File: config.mk
export PLATFORM = sky130hd
export DESIGN_NAME = hazard_unit_flat
export DESIGN_NICKNAME = d
export VERILOG_FILES = /design/src/rtl/hazard_unit_if.sv /design/src/rtl/hazard_unit.sv /design/src/flat_wrapper.sv
export SDC_FILE = /design/constraint.sdc
export NUM_CORES = 1
export LEC_CHECK = 0
export CORE_AREA = 3 3 66 68
export DETAILED_ROUTE_END_ITERATION = 6
export DIE_AREA = 0 0 69 71
export HOLD_SLACK_MARGIN = 0.03
export PLACE_DENSITY = 0.83
export SETUP_SLACK_MARGIN = 0.15
export SLEW_MARGIN = 15
export SYNTH_ARGS = -nofsm -noshare
export SYNTH_HDL_FRONTEND = slang
export SYNTH_SLANG_ARGS = --single-unit
File: constraint.sdc
create_clock -name clk -period 5.8 [get_ports clk]
set_clock_uncertainty 0.2 [all_clocks]
set_input_delay 1.45 -clock clk [delete_from_list [all_inputs] [get_ports clk]]
set_output_delay 1.45 -clock clk [all_outputs]
set_load 0.005 [all_outputs]
File: src/rtl/hazard_unit_if.sv
// D-stage hazard descriptors in from the decoder, stall and forward selects
// out to the datapath.
interface hazard_unit_if;
  logic [4:0] rs_D;
  logic [4:0] rt_D;
  logic [1:0] rs_tuse;
  logic [1:0] rt_tuse;
  logic [4:0] A3_D;
  logic [1:0] newdatatype;
  logic       stall;
  logic [1:0] fwd_rs_D;
  logic [1:0] fwd_rt_D;
  logic [1:0] fwd_rs_E;
  logic [1:0] fwd_rt_E;
  logic [1:0] fwd_rt_M;

  modport master (
    output rs_D, rt_D, rs_tuse, rt_tuse, A3_D, newdatatype,
    input  stall, fwd_rs_D, fwd_rt_D, fwd_rs_E, fwd_rt_E, fwd_rt_M
  );

  modport slave (
    input  rs_D, rt_D, rs_tuse, rt_tuse, A3_D, newdatatype,
    output stall, fwd_rs_D, fwd_rt_D, fwd_rs_E, fwd_rt_E, fwd_rt_M
  );
endinterface

File: src/rtl/hazard_unit.sv
// Tuse/Tnew hazard unit for the five-stage MIPS pipeline: tracks producers
// through E/M/W, raises the D-stage stall and drives D/E/M forward selects.
module hazard_unit (
  input  logic          clk,
  input  logic          reset,
  hazard_unit_if.slave  hz
);

  typedef enum logic [1:0] {NT_ALU = 2'b00, NT_DM = 2'b01, NT_PC = 2'b10, NT_NONE = 2'b11} newdata_e;
  typedef enum logic [1:0] {FWD_KEEP = 2'b00, FWD_PC8 = 2'b01, FWD_M = 2'b10, FWD_W = 2'b11} fwd_e;

  localparam logic [1:0] TUSE_NONE = 2'b11;

  logic [4:0] rs_E, rt_E, A3_E;
  logic [1:0] tnew_E;
  logic [4:0] rt_M, A3_M;
  logic [1:0] tnew_M;
  logic [4:0] A3_W;

  logic [1:0] tnew_D;
  logic [4:0] a3_entry;
  newdata_e   ndt;

  always_comb begin
    ndt      = newdata_e'(hz.newdatatype);
    tnew_D   = 2'd0;
    a3_entry = hz.A3_D;
    case (ndt)
      NT_ALU:  tnew_D = 2'd1;
      NT_DM:   tnew_D = 2'd2;
      NT_PC:   tnew_D = 2'd0;
      NT_NONE: a3_entry = '0;
      default: tnew_D = 2'd0;
    endcase
  end

  function automatic logic use_stall(input logic [4:0] src, input logic [1:0] tuse);
    return (tuse != TUSE_NONE) && (src != '0) &&
           (((A3_E == src) && (tnew_E > tuse)) || ((A3_M == src) && (tnew_M > tuse)));
  endfunction

  // First matching stage wins; an unready young producer blocks older matches.
  function automatic fwd_e fwd_sel_d(input logic [4:0] src);
    if (src == '0)       return FWD_KEEP;
    if (A3_E == src)     return (tnew_E == 2'd0) ? FWD_PC8 : FWD_KEEP;
    if (A3_M == src)     return (tnew_M == 2'd0) ? FWD_M : FWD_KEEP;
    if (A3_W == src)     return FWD_W;
    return FWD_KEEP;
  endfunction

  function automatic fwd_e fwd_sel_e(input logic [4:0] src);
    if (src == '0)       return FWD_KEEP;
    if (A3_M == src)     return (tnew_M == 2'd0) ? FWD_M : FWD_KEEP;
    if (A3_W == src)     return FWD_W;
    return FWD_KEEP;
  endfunction

  always_comb begin
    hz.stall    = use_stall(hz.rs_D, hz.rs_tuse) | use_stall(hz.rt_D, hz.rt_tuse);
    hz.fwd_rs_D = fwd_sel_d(hz.rs_D);
    hz.fwd_rt_D = fwd_sel_d(hz.rt_D);
    hz.fwd_rs_E = fwd_sel_e(rs_E);
    hz.fwd_rt_E = fwd_sel_e(rt_E);
    hz.fwd_rt_M = ((rt_M != '0) && (rt_M == A3_W)) ? FWD_W : FWD_KEEP;
  end

  always_ff @(posedge clk) begin
    if (reset) begin
      rs_E   <= '0;
      rt_E   <= '0;
      A3_E   <= '0;
      tnew_E <= '0;
      rt_M   <= '0;
      A3_M   <= '0;
      tnew_M <= '0;
      A3_W   <= '0;
    end else begin
      rt_M   <= rt_E;
      A3_M   <= A3_E;
      tnew_M <= (tnew_E == 2'd0) ? 2'd0 : tnew_E - 2'd1;
      A3_W   <= A3_M;
      if (hz.stall) begin
        rs_E   <= '0;
        rt_E   <= '0;
        A3_E   <= '0;
        tnew_E <= '0;
      end else begin
        rs_E   <= hz.rs_D;
        rt_E   <= hz.rt_D;
        A3_E   <= a3_entry;
        tnew_E <= tnew_D;
      end
    end
  end

endmodule

File: src/flat_wrapper.sv
// flat-port wrapper written by rule: the top's interface ports become plain ports
module hazard_unit_flat 
  (clk, reset, hz_rs_D, hz_rt_D, hz_rs_tuse, hz_rt_tuse, hz_A3_D, hz_newdatatype, hz_stall, hz_fwd_rs_D, hz_fwd_rt_D, hz_fwd_rs_E, hz_fwd_rt_E, hz_fwd_rt_M);
  hazard_unit_if hz_i ();
  input  logic clk;
  input  logic reset;
  input wire logic [$bits(hz_i.rs_D)-1:0] hz_rs_D;
  input wire logic [$bits(hz_i.rt_D)-1:0] hz_rt_D;
  input wire logic [$bits(hz_i.rs_tuse)-1:0] hz_rs_tuse;
  input wire logic [$bits(hz_i.rt_tuse)-1:0] hz_rt_tuse;
  input wire logic [$bits(hz_i.A3_D)-1:0] hz_A3_D;
  input wire logic [$bits(hz_i.newdatatype)-1:0] hz_newdatatype;
  output wire logic [$bits(hz_i.stall)-1:0] hz_stall;
  output wire logic [$bits(hz_i.fwd_rs_D)-1:0] hz_fwd_rs_D;
  output wire logic [$bits(hz_i.fwd_rt_D)-1:0] hz_fwd_rt_D;
  output wire logic [$bits(hz_i.fwd_rs_E)-1:0] hz_fwd_rs_E;
  output wire logic [$bits(hz_i.fwd_rt_E)-1:0] hz_fwd_rt_E;
  output wire logic [$bits(hz_i.fwd_rt_M)-1:0] hz_fwd_rt_M;
  assign hz_i.rs_D = hz_rs_D;
  assign hz_i.rt_D = hz_rt_D;
  assign hz_i.rs_tuse = hz_rs_tuse;
  assign hz_i.rt_tuse = hz_rt_tuse;
  assign hz_i.A3_D = hz_A3_D;
  assign hz_i.newdatatype = hz_newdatatype;
  assign hz_stall = hz_i.stall;
  assign hz_fwd_rs_D = hz_i.fwd_rs_D;
  assign hz_fwd_rt_D = hz_i.fwd_rt_D;
  assign hz_fwd_rs_E = hz_i.fwd_rs_E;
  assign hz_fwd_rt_E = hz_i.fwd_rt_E;
  assign hz_fwd_rt_M = hz_i.fwd_rt_M;
  hazard_unit u_core (.clk(clk), .reset(reset), .hz(hz_i));
endmodule
After elaboration in Yosys (flattened, before gate mapping)

Index checks and enable logic that the tools add are counted.

Flip-flop bits (word level): 34
Bits of input ports: 23
Output and inout port bits: 11
Word-level logic and storage cells: 117

$add $sub $neg: 1
$lt $le $gt $ge: 4
Equal/unequal tests: 15
Muxes and demuxes: 64
Bitwise gates (word level): 1
Reductions and logical operators: 24

Operators by type and width:

| cell                | number |
|---|---|
| $mux 2              | 30 |
| $eq 5x5->1          | 11 |
| $mux 1              | 33 |
| $logic_not 5->1     | 4 |
| $reduce_bool 5->1   | 3 |
| $logic_and 1x1->1   | 9 |
| $gt 2x2->1          | 4 |
| $logic_not 2->1     | 3 |
| $ne 2x2->1 const B  | 2 |
| $pmux 2 s2          | 1 |
| $reduce_or 2->1     | 2 |
| $reduce_or 3->1     | 1 |
| $eq 2x1->1 const B  | 1 |
| $eq 2x2->1 const B  | 1 |
| $logic_or 1x1->1    | 2 |
| $sub 2x1->2 const B | 1 |
| $or 1x1->1          | 1 |

Longest topological paths before layout

Gate-level depths: netlist (run 1).

Depth in word-level cells: 12
Gate-level depth with buffers: 7
Depth with buffers taken out: 6

Worst setup path after synthesis (run 1)

OpenSTA, ideal clock, no wires.

Path type: input to output
Start: input port hz_rs_tuse[1]
End: output port hz_stall
Data arrival time: 2.516 ns
Required time: 4.150 ns
Path slack: 1.634 ns
Stages: 6
Path buffers: 0
Cell sequence: inv_1 ha_1 nor2b_1 o211ai_2 o22ai_4 or2_2

Word-level cells in the longest chain between the ends: 5
Elaborated cells between the ends (all ways): 9
Classes of those cells: order compare: 2; eq/ne: 1; bitwise: 1; reduce/logical: 5

RTL lines:

| what                  | line               | text |
|---|---|---|
| start, declared       | flat_wrapper.sv:9  | `input wire logic [$bits(hz_i.rs_tuse)-1:0] hz_rs_tuse;` |
| $gt 2x2->1            | hazard_unit.sv:39  | `(((A3_E == src) && (tnew_E > tuse)) \|\| ((A3_M == src) && (tnew_M > tuse)));` |
| $logic_and 1x1->1     | hazard_unit.sv:39  |  |
| $logic_or 1x1->1      | hazard_unit.sv:39  |  |
| $logic_and 1x1->1 (*) | hazard_unit.sv:38  | `return (tuse != TUSE_NONE) && (src != '0) &&` |
| $or 1x1->1 (*)        | hazard_unit.sv:59  | `hz.stall = use_stall(hz.rs_D, hz.rs_tuse) \| use_stall(hz.rt_D, hz.rt_tuse);` |
| end, declared         | flat_wrapper.sv:13 | `output wire logic [$bits(hz_i.stall)-1:0] hz_stall;` |

Mark *: on every way between the ends. The rest lies on a longest branch, timed or not.

Worst setup path after layout (run 1)

Start: input port hz_rt_D[4]
End: output port hz_fwd_rt_D[0]

Word-level cells in the longest chain between the ends: 9
Elaborated cells between the ends (all ways): 21
Classes of those cells: eq/ne: 3; mux: 17; reduce/logical: 1

RTL lines:

| what                | line               | text |
|---|---|---|
| start, declared     | flat_wrapper.sv:8  | `input wire logic [$bits(hz_i.rt_D)-1:0] hz_rt_D;` |
| $eq 5x5->1          | hazard_unit.sv:47  | `if (A3_W == src) return FWD_W;` |
| $mux 1 (2 in a row) | hazard_unit.sv:47  |  |
| $mux 1              | hazard_unit.sv:46  | `if (A3_M == src) return (tnew_M == 2'd0) ? FWD_M : FWD_KEEP;` |
| $mux 1              | hazard_unit.sv:45  | `if (A3_E == src) return (tnew_E == 2'd0) ? FWD_PC8 : FWD_KEEP;` |
| $mux 2              | hazard_unit.sv:48  | `return FWD_KEEP;` |
| $mux 2              | hazard_unit.sv:47  |  |
| $mux 2              | hazard_unit.sv:46  |  |
| $mux 2 (*)          | hazard_unit.sv:45  |  |
| end, declared       | flat_wrapper.sv:15 | `output wire logic [$bits(hz_i.fwd_rt_D)-1:0] hz_fwd_rt_D;` |

Mark *: on every way between the ends. The rest lies on a longest branch, timed or not. The select of a mux whose other input is x is not followed.

==> results.txt, run 1 <==
----------------------------------------------------
[Synth]
  Largest cells by area after synthesis ... sky130_fd_sc_hd__dfxtp_1 (31%), sky130_fd_sc_hd__xor2_1 (13%), sky130_fd_sc_hd__xnor2_1 (8.8%)
  Number of nets produced by synthesis ... 261
  Syn_area_per_cell ... 9.62 sq um
  Area leader, netlist ... sky130_fd_sc_hd__dfxtp_1
  Synth async-reset ratio ... 0%
  Cells after Synth ... around 230
  Synthesized flop and latch total ... 34
  Share of Yosys cell area claimed by the top area cell type ... between 30% and 40%
  Distinct cells, synth ... 38
  Main flop type after synthesis ... sky130_fd_sc_hd__dfxtp_1
  Part of the Yosys area used for sequential elements ... 30.9%
  Cell area after synthesis ... 0.00220 sq mm
  Number of enable flip-flop cells after synthesis ... 0
  Synthesis warning total ... 0

[Drt]
  Routed wirelength normalized by instance count ... 15.4 um
  Wire length after detailed routing ... 4710 um
  Number of vias in the routed layout ... 1700
  Remaining antenna violation count ... 0
  Drt initial violations ... 71
  Routed via count divided by cell count ... 5.56
  Remaining design rule violation count ... 0
  Detailed Routing Iterations Pass 1 ... 4

[Critical path]
  Worst Reg-to-Reg Cells ... 6
  Largest fanout on the critical path ... 5
  Crit Path Class ... in2out
  Data required time of the worst path ... between 4 and 5 ns
  Biggest cell delay along the critical path ... 0.62 ns
  Logic depth of the worst path, buffers included ... 7
  Data arrival at the endpoint of the critical path ... roughly 3.6 ns
  Crit-path cells ... clkdlybuf4s50_1 -> xor2_1 -> nor3_4 -> a211oi_1 -> mux2i_1 -> a21oi_1 -> clkdlybuf4s50_1
  Reg-to-reg critical path startpoint ... u_core.A3_M[4]$_SDFF_PP0_
  Standard cell with the maximum stage delay on the critical path ... sky130_fd_sc_hd__clkdlybuf4s50_1
  Type of element capturing the critical path ... output port
  Buffers & Inverters on Critical Path ... 2
  CP startpoint ... hz_rt_D[4]
  CP startpoint kind ... input port
  Cell class contributing the biggest share of worst-path delay ... buffers and inverters
  Most frequent cell on the critical path ... sky130_fd_sc_hd__clkdlybuf4s50_1

[Timing]
  Final Hold Vio Count ... 0
  Period minus WS final ... around 5.2 ns
  Number of pins with negative max-slew slack in the final report ... 0
  Maximum achievable frequency ... 192 MHz
  RSZ-0062 raised after global routing ... no
  Fin crit share ... 89.7%
  Endpoints failing setup ... 0
  Slew at the pin with the worst max-slew slack ... 1.19 ns
  Final-layout setup total negative slack ... 0 ns
  Headroom to the max-slew limit ... 20.7%

[Global route]
  Most crowded layer after global routing ... met2
  Pin count of the biggest net entering global routing ... 34
  Met2 track utilization from global routing ... 36.7%
  Leftover overflow at the end of global routing ... 0
  Met1 capacity usage during global routing ... 22.5%
  Antenna violations before repair ... 0
  Global-route wire length before repair ... slightly below 8000 um
  Vias in the first global route ... about 1700
  Met3 Track Usage GR ... 4.12%
  Combined global-route utilization of all metal layers ... 20.0%

[Clock network]
  Level count of the clock H-tree ... 2
  Post-CTS setup repair buffer count ... 0
  Number of buffers created by CTS ... 5
  Number of buffers between clock root and the deepest sink ... 2
  # resized after CTS ... 0
  Quantity of hold-fixing buffers added after cts ... 0
  Clock slew seen by the registers of the worst setup and hold paths ... 0.06 ns
  Clock tree from TritonCTS ... done
  Root Buffer Master ... sky130_fd_sc_hd__clkbuf_8
  Sink count of the clock tree ... 34
  Source-to-sink clock delay at the later pin of the worst-skew pair ... approximately 0.29 ns

[Floorplanning]
  Ports ... 34
  Area of the die ... 0.00490 sq mm
  Core outline area ... 0.00391 sq mm
  Number of rows created at floorplan ... 23
  Vertical die dimension ... 71 um
  Die Span X ... 69 um
  Effective utilization at floorplan ... 56.3%

[Power]
  Worst IR Drop VDD ... 0.200 mV
  Pwr Density ... 216 mW/mm^2
  Static leakage ... 0.00106 uW

[Place]
  Number of cells after detailed placement ... slightly below 300
  Final Wtd Congestion ... ~0.9
  Area of placed instances ... approximately 0.0025 sq mm
  Final HPWL from detailed placement ... between 3000 and 4000 um
  Number of port buffers ... 33

[Layout]
  Share of final-layout standard cells stronger than drive strength 1 ... 14.1%
  Final instance area ... 0.00260 sq mm
  Layout Area Growth over Synthesis ... 18.2%
  Net total in the final layout ... 287
  Final Util ... between 60% and 70%
  Ant diodes ... 0
  Non-filler instance count after layout ... 306

[Run]
  Max capacitance violation total ... 0

[Status]
  Run status ... completed

[Worst hold path]
  Number of cells on the worst hold path ... 1
  Hold wc startpoint ... u_core.tnew_E[0]$_SDFF_PP0_
  Worst hold path class ... reg2reg

----------------------------------------------------
## Yosys cell counts, types with 5 or more instances
master	count
sky130_fd_sc_hd__nor3_1	7
sky130_fd_sc_hd__clkbuf_1	7
sky130_fd_sc_hd__inv_1	5
sky130_fd_sc_hd__nor2_1	8
sky130_fd_sc_hd__nand3b_1	5
sky130_fd_sc_hd__nor4b_1	7
sky130_fd_sc_hd__xor2_1	32
sky130_fd_sc_hd__dfxtp_1	34
sky130_fd_sc_hd__nor2b_1	19
sky130_fd_sc_hd__nor4_1	5
sky130_fd_sc_hd__nor3_2	9
sky130_fd_sc_hd__nand2_1	10
sky130_fd_sc_hd__xnor2_1	22
sky130_fd_sc_hd__ha_1	9
## where the power goes
part           internal [uW]  switching [uW]  leakage [uW]
Clock                   95.3            85.8     0.0000472
Combinational           65.7            54.7      0.000734
Sequential               245            15.0      0.000280
## flip-flops by register name, summed over array words and instances, names as in the netlist
register,cells
u_core.A3_W,5
u_core.tnew_E,2
u_core.tnew_M,2
u_core.rs_E,5
u_core.A3_E,5
u_core.A3_M,5
u_core.rt_M,5
u_core.rt_E,5
## per-layer routing
metal  vias to the layer above  wire [um]
met5                         -          0
met4                         0        100
met3                         9        159
met2                        37       2410
met1                       816       2040
li1                        838          -
## placed cells by master, fill, tap and decap left out, types with 2 or more instances in the layout
master,synthesis,layout
sky130_fd_sc_hd__a211oi_1,2,2
sky130_fd_sc_hd__a21oi_1,3,3
sky130_fd_sc_hd__a22oi_1,4,4
sky130_fd_sc_hd__a31oi_1,2,2
sky130_fd_sc_hd__buf_4,2,2
sky130_fd_sc_hd__clkbuf_8,0,6
sky130_fd_sc_hd__clkdlybuf4s50_1,0,33
sky130_fd_sc_hd__dfxtp_1,34,34
sky130_fd_sc_hd__ha_1,9,9
sky130_fd_sc_hd__inv_1,5,5
sky130_fd_sc_hd__mux2i_1,2,2
sky130_fd_sc_hd__nand2_1,10,10
sky130_fd_sc_hd__nand2_2,2,2
sky130_fd_sc_hd__nand2b_1,2,2
sky130_fd_sc_hd__nand3_1,2,2
sky130_fd_sc_hd__nand3_2,2,2
sky130_fd_sc_hd__nand3b_1,5,5
sky130_fd_sc_hd__nor2_1,8,8
sky130_fd_sc_hd__nor2b_1,19,19
sky130_fd_sc_hd__nor3_1,7,7
sky130_fd_sc_hd__nor3_2,9,9
sky130_fd_sc_hd__nor4_1,5,5
sky130_fd_sc_hd__nor4b_1,7,7
sky130_fd_sc_hd__nor4b_2,4,4
sky130_fd_sc_hd__o211ai_1,2,2
sky130_fd_sc_hd__o211ai_2,4,4
sky130_fd_sc_hd__o21ai_0,2,2
sky130_fd_sc_hd__o22ai_4,2,2
sky130_fd_sc_hd__or4_1,2,2
sky130_fd_sc_hd__xnor2_1,22,22
sky130_fd_sc_hd__xor2_1,32,32
## worst reg2reg max path, cell delays in order (launching register included)
cell and delay (ns):
sky130_fd_sc_hd__dfxtp_1 0.50, sky130_fd_sc_hd__xor2_1 0.15, sky130_fd_sc_hd__nor3_4 0.26, sky130_fd_sc_hd__nand2_2 0.12, sky130_fd_sc_hd__o22ai_4 0.19, sky130_fd_sc_hd__buf_4 0.29
sky130_fd_sc_hd__nor4b_1 0.09
## path summary, 6_finish.rpt
check                           endpoint  slack (ns)
max                       hz_fwd_rt_D[0]        0.60
min          u_core.tnew_M[0]$_SDFF_PP0_        0.21
max reg2reg    u_core.rs_E[0]$_SDFF_PP0_        3.84
min reg2reg  u_core.tnew_M[0]$_SDFF_PP0_        0.21
## cell type report
| cell class | instances | area [sq um] |
|---|---|---|
| Multi-Input combinational cell | 174 | 1400 |
| Fill cell | 331 | 1310 |
| Sequential cell | 34 | 681 |
| Timing Repair Buffer | 35 | 345 |
| Clock buffer | 6 | 82.6 |
| Tap cell | 50 | 62.6 |
| Inverter | 5 | 18.8 |
| Clock inverter | 2 | 12.5 |
## cell families (layout without fill, tap and decap cells)
kind of cell | Yosys count | count (layout) | share of synthesized area [%]
AND/OR/NAND/NOR | 88 | 88 | 27.6
XOR/XNOR | 54 | 54 | 21.5
flip-flops | 34 | 34 | 30.9
AO/OA/AOI/OAI | 21 | 21 | 8.52
buffers and inverters | 21 | 48 | 5.51
adder cells (fa/ha/maj) | 9 | 9 | 5.11
multiplexers | 2 | 2 | 0.909
## through the flow
| step | worst slack [ns] | hold slack [ns] | total power [uW] |
|---|---|---|---|
| global placement | 0.658 | 0.197 | 382 |
| CTS | 0.621 | 0.209 | 567 |
| floorplan | 1.63 | 0.191 | 339 |
| global route | 0.490 | 0.240 | 589 |
| detailed placement | 0.645 | 0.200 | 385 |
| finish | 0.600 | 0.209 | 561 |
Note: power is estimated with default switching activity, not from simulation.
==> run 2, diff against run 1 <==
--- a/config.mk
+++ b/config.mk
@@ -9,7 +9,8 @@
 export DETAILED_ROUTE_END_ITERATION = 6
 export DIE_AREA = 0 0 69 71
 export HOLD_SLACK_MARGIN = 0.03
-export PLACE_DENSITY = 0.83
+export PLACE_DENSITY = 0.86
+export REMOVE_ABC_BUFFERS = 1
 export SETUP_SLACK_MARGIN = 0.15
 export SLEW_MARGIN = 15
 export SYNTH_ARGS = -nofsm -noshare
==> constraint.sdc (replaced) <==
create_clock -name clk -period 6.5 [get_ports clk]
set_clock_uncertainty 0.2 [all_clocks]
set_input_delay 1.625 -clock clk [delete_from_list [all_inputs] [get_ports clk]]
set_output_delay 1.625 -clock clk [all_outputs]
set_load 0.005 [all_outputs]
==> results.txt, run 2 (same netlist as run 1, synthesis figures left out) <==
----------------------------------------------------
[Layout]
  Multi-input combinational cell area ... between 0.001 and 0.0015 sq mm
  Ant diodes ... 0
  FF/Latch Area ... slightly below 700 sq um
  Most common cell after layout, fill and taps aside ... sky130_fd_sc_hd__dfxtp_1
  Share of final-layout standard cells stronger than drive strength 1 ... ~14%
  Number of filler cells placed in the layout ... between 300 and 400
  Net total in the final layout ... around 290
  Most frequent cells in the layout ... sky130_fd_sc_hd__dfxtp_1 (34), sky130_fd_sc_hd__xor2_1 (32), sky130_fd_sc_hd__clkdlybuf4s50_1 (32)
  Non-filler instance count after layout ... 306
  Layout Area Growth over Synthesis ... 17.6%

[Timing]
  Headroom to the max-slew limit ... 61.2%
  Fin crit share ... 86.3%
  Slew at the pin with the worst max-slew slack ... 0.582 ns
  RSZ-0062 raised after global routing ... no
  Final Hold Vio Count ... 0
  Endpoints failing setup ... 0
  Number of pins with negative max-slew slack in the final report ... 0
  Final-layout setup total negative slack ... 0 ns
  Maximum achievable frequency ... between 150 and 200 MHz
  Period minus WS final ... 5.61 ns

[Clock network]
  Number of buffers between clock root and the deepest sink ... 2
  Clock slew seen by the registers of the worst setup and hold paths ... 0.07 ns
  Source-to-sink clock delay at the later pin of the worst-skew pair ... 0.29 ns
  Sink count of the clock tree ... 34
  Number of buffers created by CTS ... 5
  Root Buffer Master ... sky130_fd_sc_hd__clkbuf_8
  # resized after CTS ... 0
  Quantity of hold-fixing buffers added after cts ... 0
  Post-CTS setup repair buffer count ... 0
  Level count of the clock H-tree ... 2
  Clock tree from TritonCTS ... done

[Power]
  Sequential Power Share ... 47.1%
  Static leakage ... 0.00106 uW
  Switch Pwr ... 140 uW
  Clock network fraction of design power ... 31.1%
  Int Pwr ... 352 uW
  Switching Share ... 28.5%
  Combinational share of power ... 21.8%
  Pwr Density ... 190 mW/mm^2
  Worst IR Drop VDD ... 0.158 mV

[Worst hold path]
  Hold wc startpoint ... u_core.tnew_E[0]$_SDFF_PP0_
  End point of the most critical hold path ... u_core.tnew_M[0]$_SDFF_PP0_
  Number of cells on the worst hold path ... 1
  Worst hold path class ... reg2reg

[Floorplanning]
  Core outline area ... 0.00391 sq mm
  Area of the die ... roughly 0.0049 sq mm
  Vertical die dimension ... 71 um
  Ports ... 34
  Number of rows created at floorplan ... 23
  Die Span X ... 69 um
  Effective utilization at floorplan ... 56.3%

[Critical path]
  CP startpoint kind ... input port
  Crit Path Class ... in2out
  Reg-to-reg critical path startpoint ... u_core.A3_M[4]$_SDFF_PP0_
  Data arrival at the endpoint of the critical path ... 3.78 ns
  Largest fanout on the critical path ... 5
  Type of element capturing the critical path ... output port
  Data required time of the worst path ... 4.68 ns
  Worst reg-to-reg setup slack ... 4.60 ns
  CP startpoint ... hz_rt_D[0]
  Reg2reg end ... u_core.rs_E[1]$_SDFF_PP0_
  Worst Reg-to-Reg Cells ... 6

[Place]
  Final Wtd Congestion ... 0.913
  Final HPWL from detailed placement ... 3600 um
  Number of port buffers ... 33
  Number of cells after detailed placement ... around 300

[Global route]
  Combined global-route utilization of all metal layers ... around a fifth
  Global-route wire length before repair ... between 7000 and 8000 um
  Vias in the first global route ... 1696
  Antenna violations before repair ... 0
  Pin count of the biggest net entering global routing ... 34
  Leftover overflow at the end of global routing ... 0

[Drt]
  Remaining antenna violation count ... 0
  Wire length after detailed routing ... 4730 um
  Routed wirelength normalized by instance count ... 15.4 um
  Remaining design rule violation count ... 0
  Routed via count divided by cell count ... 5.52
  Drt initial violations ... 63
  Number of vias in the routed layout ... 1689
  Detailed Routing Iterations Pass 1 ... 4

[Run]
  Max capacitance violation total ... 0

[Status]
  Run status ... completed

----------------------------------------------------
-- run 2: cell types whose count changed in the layout (fill, tap and decap cells not counted), sizes merged --
cell,before,now
clkdlybuf4s50,33,32
clkinvlp,1,0
buf,2,3
clkinv,1,2
-- run 2: area by class of cell --
type / instances / share of cell area (%)
multi-input cells: 174 / 54.1
clock buffers: 6 / 2.80
well taps: 50 / 2.42
repair buffers: 35 / 13.1
clock inverters: 2 / 0.532
inverters: 5 / 0.725
flip-flops and latches: 34 / 26.3
-- run 2: through the flow --
| stage | hold slack [ns] | total power [uW] | setup slack, ns | utilization (%) | area [sq um] |
|---|---|---|---|---|---|
| 6_report | 0.218 | 493 | 0.890 | 66.1 | 2590 |
| 5_1_grt | 0.235 | 515 | 0.712 | 66.1 | 2590 |
| 4_1_cts | 0.218 | 495 | 0.884 | 66.3 | 2590 |
| 3_5_place_dp | 0.209 | 344 | 0.899 | 64.1 | 2510 |
| 3_3_place_gp | 0.200 | 341 | 0.976 | 64.1 | 2510 |
| 2_1_floorplan | 0.190 | 297 | 1.79 | - | 2100 |
-- run 2: power by group through the flow --
stage                     sequential, uW  combinational (uW)  clock (uW)
after floorplan                      232                64.6           0
after global placement               236                 105           0
after detailed placement             236                 108           0
after CTS                            232                 108         155
after global routing                 233                 118         164
final                                232                 107         153
-- run 2: critical path, stage by stage --
cell and delay [ns]:
sky130_fd_sc_hd__clkdlybuf4s50_1 0.60, sky130_fd_sc_hd__xor2_1 0.29, sky130_fd_sc_hd__nor3_4 0.09, sky130_fd_sc_hd__a211oi_1 0.35
sky130_fd_sc_hd__mux2i_1 0.14, sky130_fd_sc_hd__a21oi_1 0.17, sky130_fd_sc_hd__clkdlybuf4s50_1 0.53
-- run 2: worst max-delay path by stage --
stage	to	slack [ns]
after CTS	hz_fwd_rt_D[0]	0.88
after detailed placement	hz_fwd_rt_D[0]	0.90
after floorplan	hz_stall	1.79
after global placement	hz_fwd_rt_D[0]	0.98
final	hz_fwd_rt_D[0]	0.89
after global routing	hz_fwd_rt_D[0]	0.71
-- run 2: per-layer routing --
| layer | track usage (%) | wire length (um) | share of wire [%] | vias up |
|---|---|---|---|---|
| li1 | - | - | - | 835 |
| met1 | 23.9 | 2090 | 44 | 813 |
| met2 | 36.2 | 2420 | 51 | 34 |
| met3 | 4.83 | 147 | 3.1 | 7 |
| met4 | 8.24 | 75 | 1.6 | 0 |
| met5 | 0 | 0 | 0 | - |
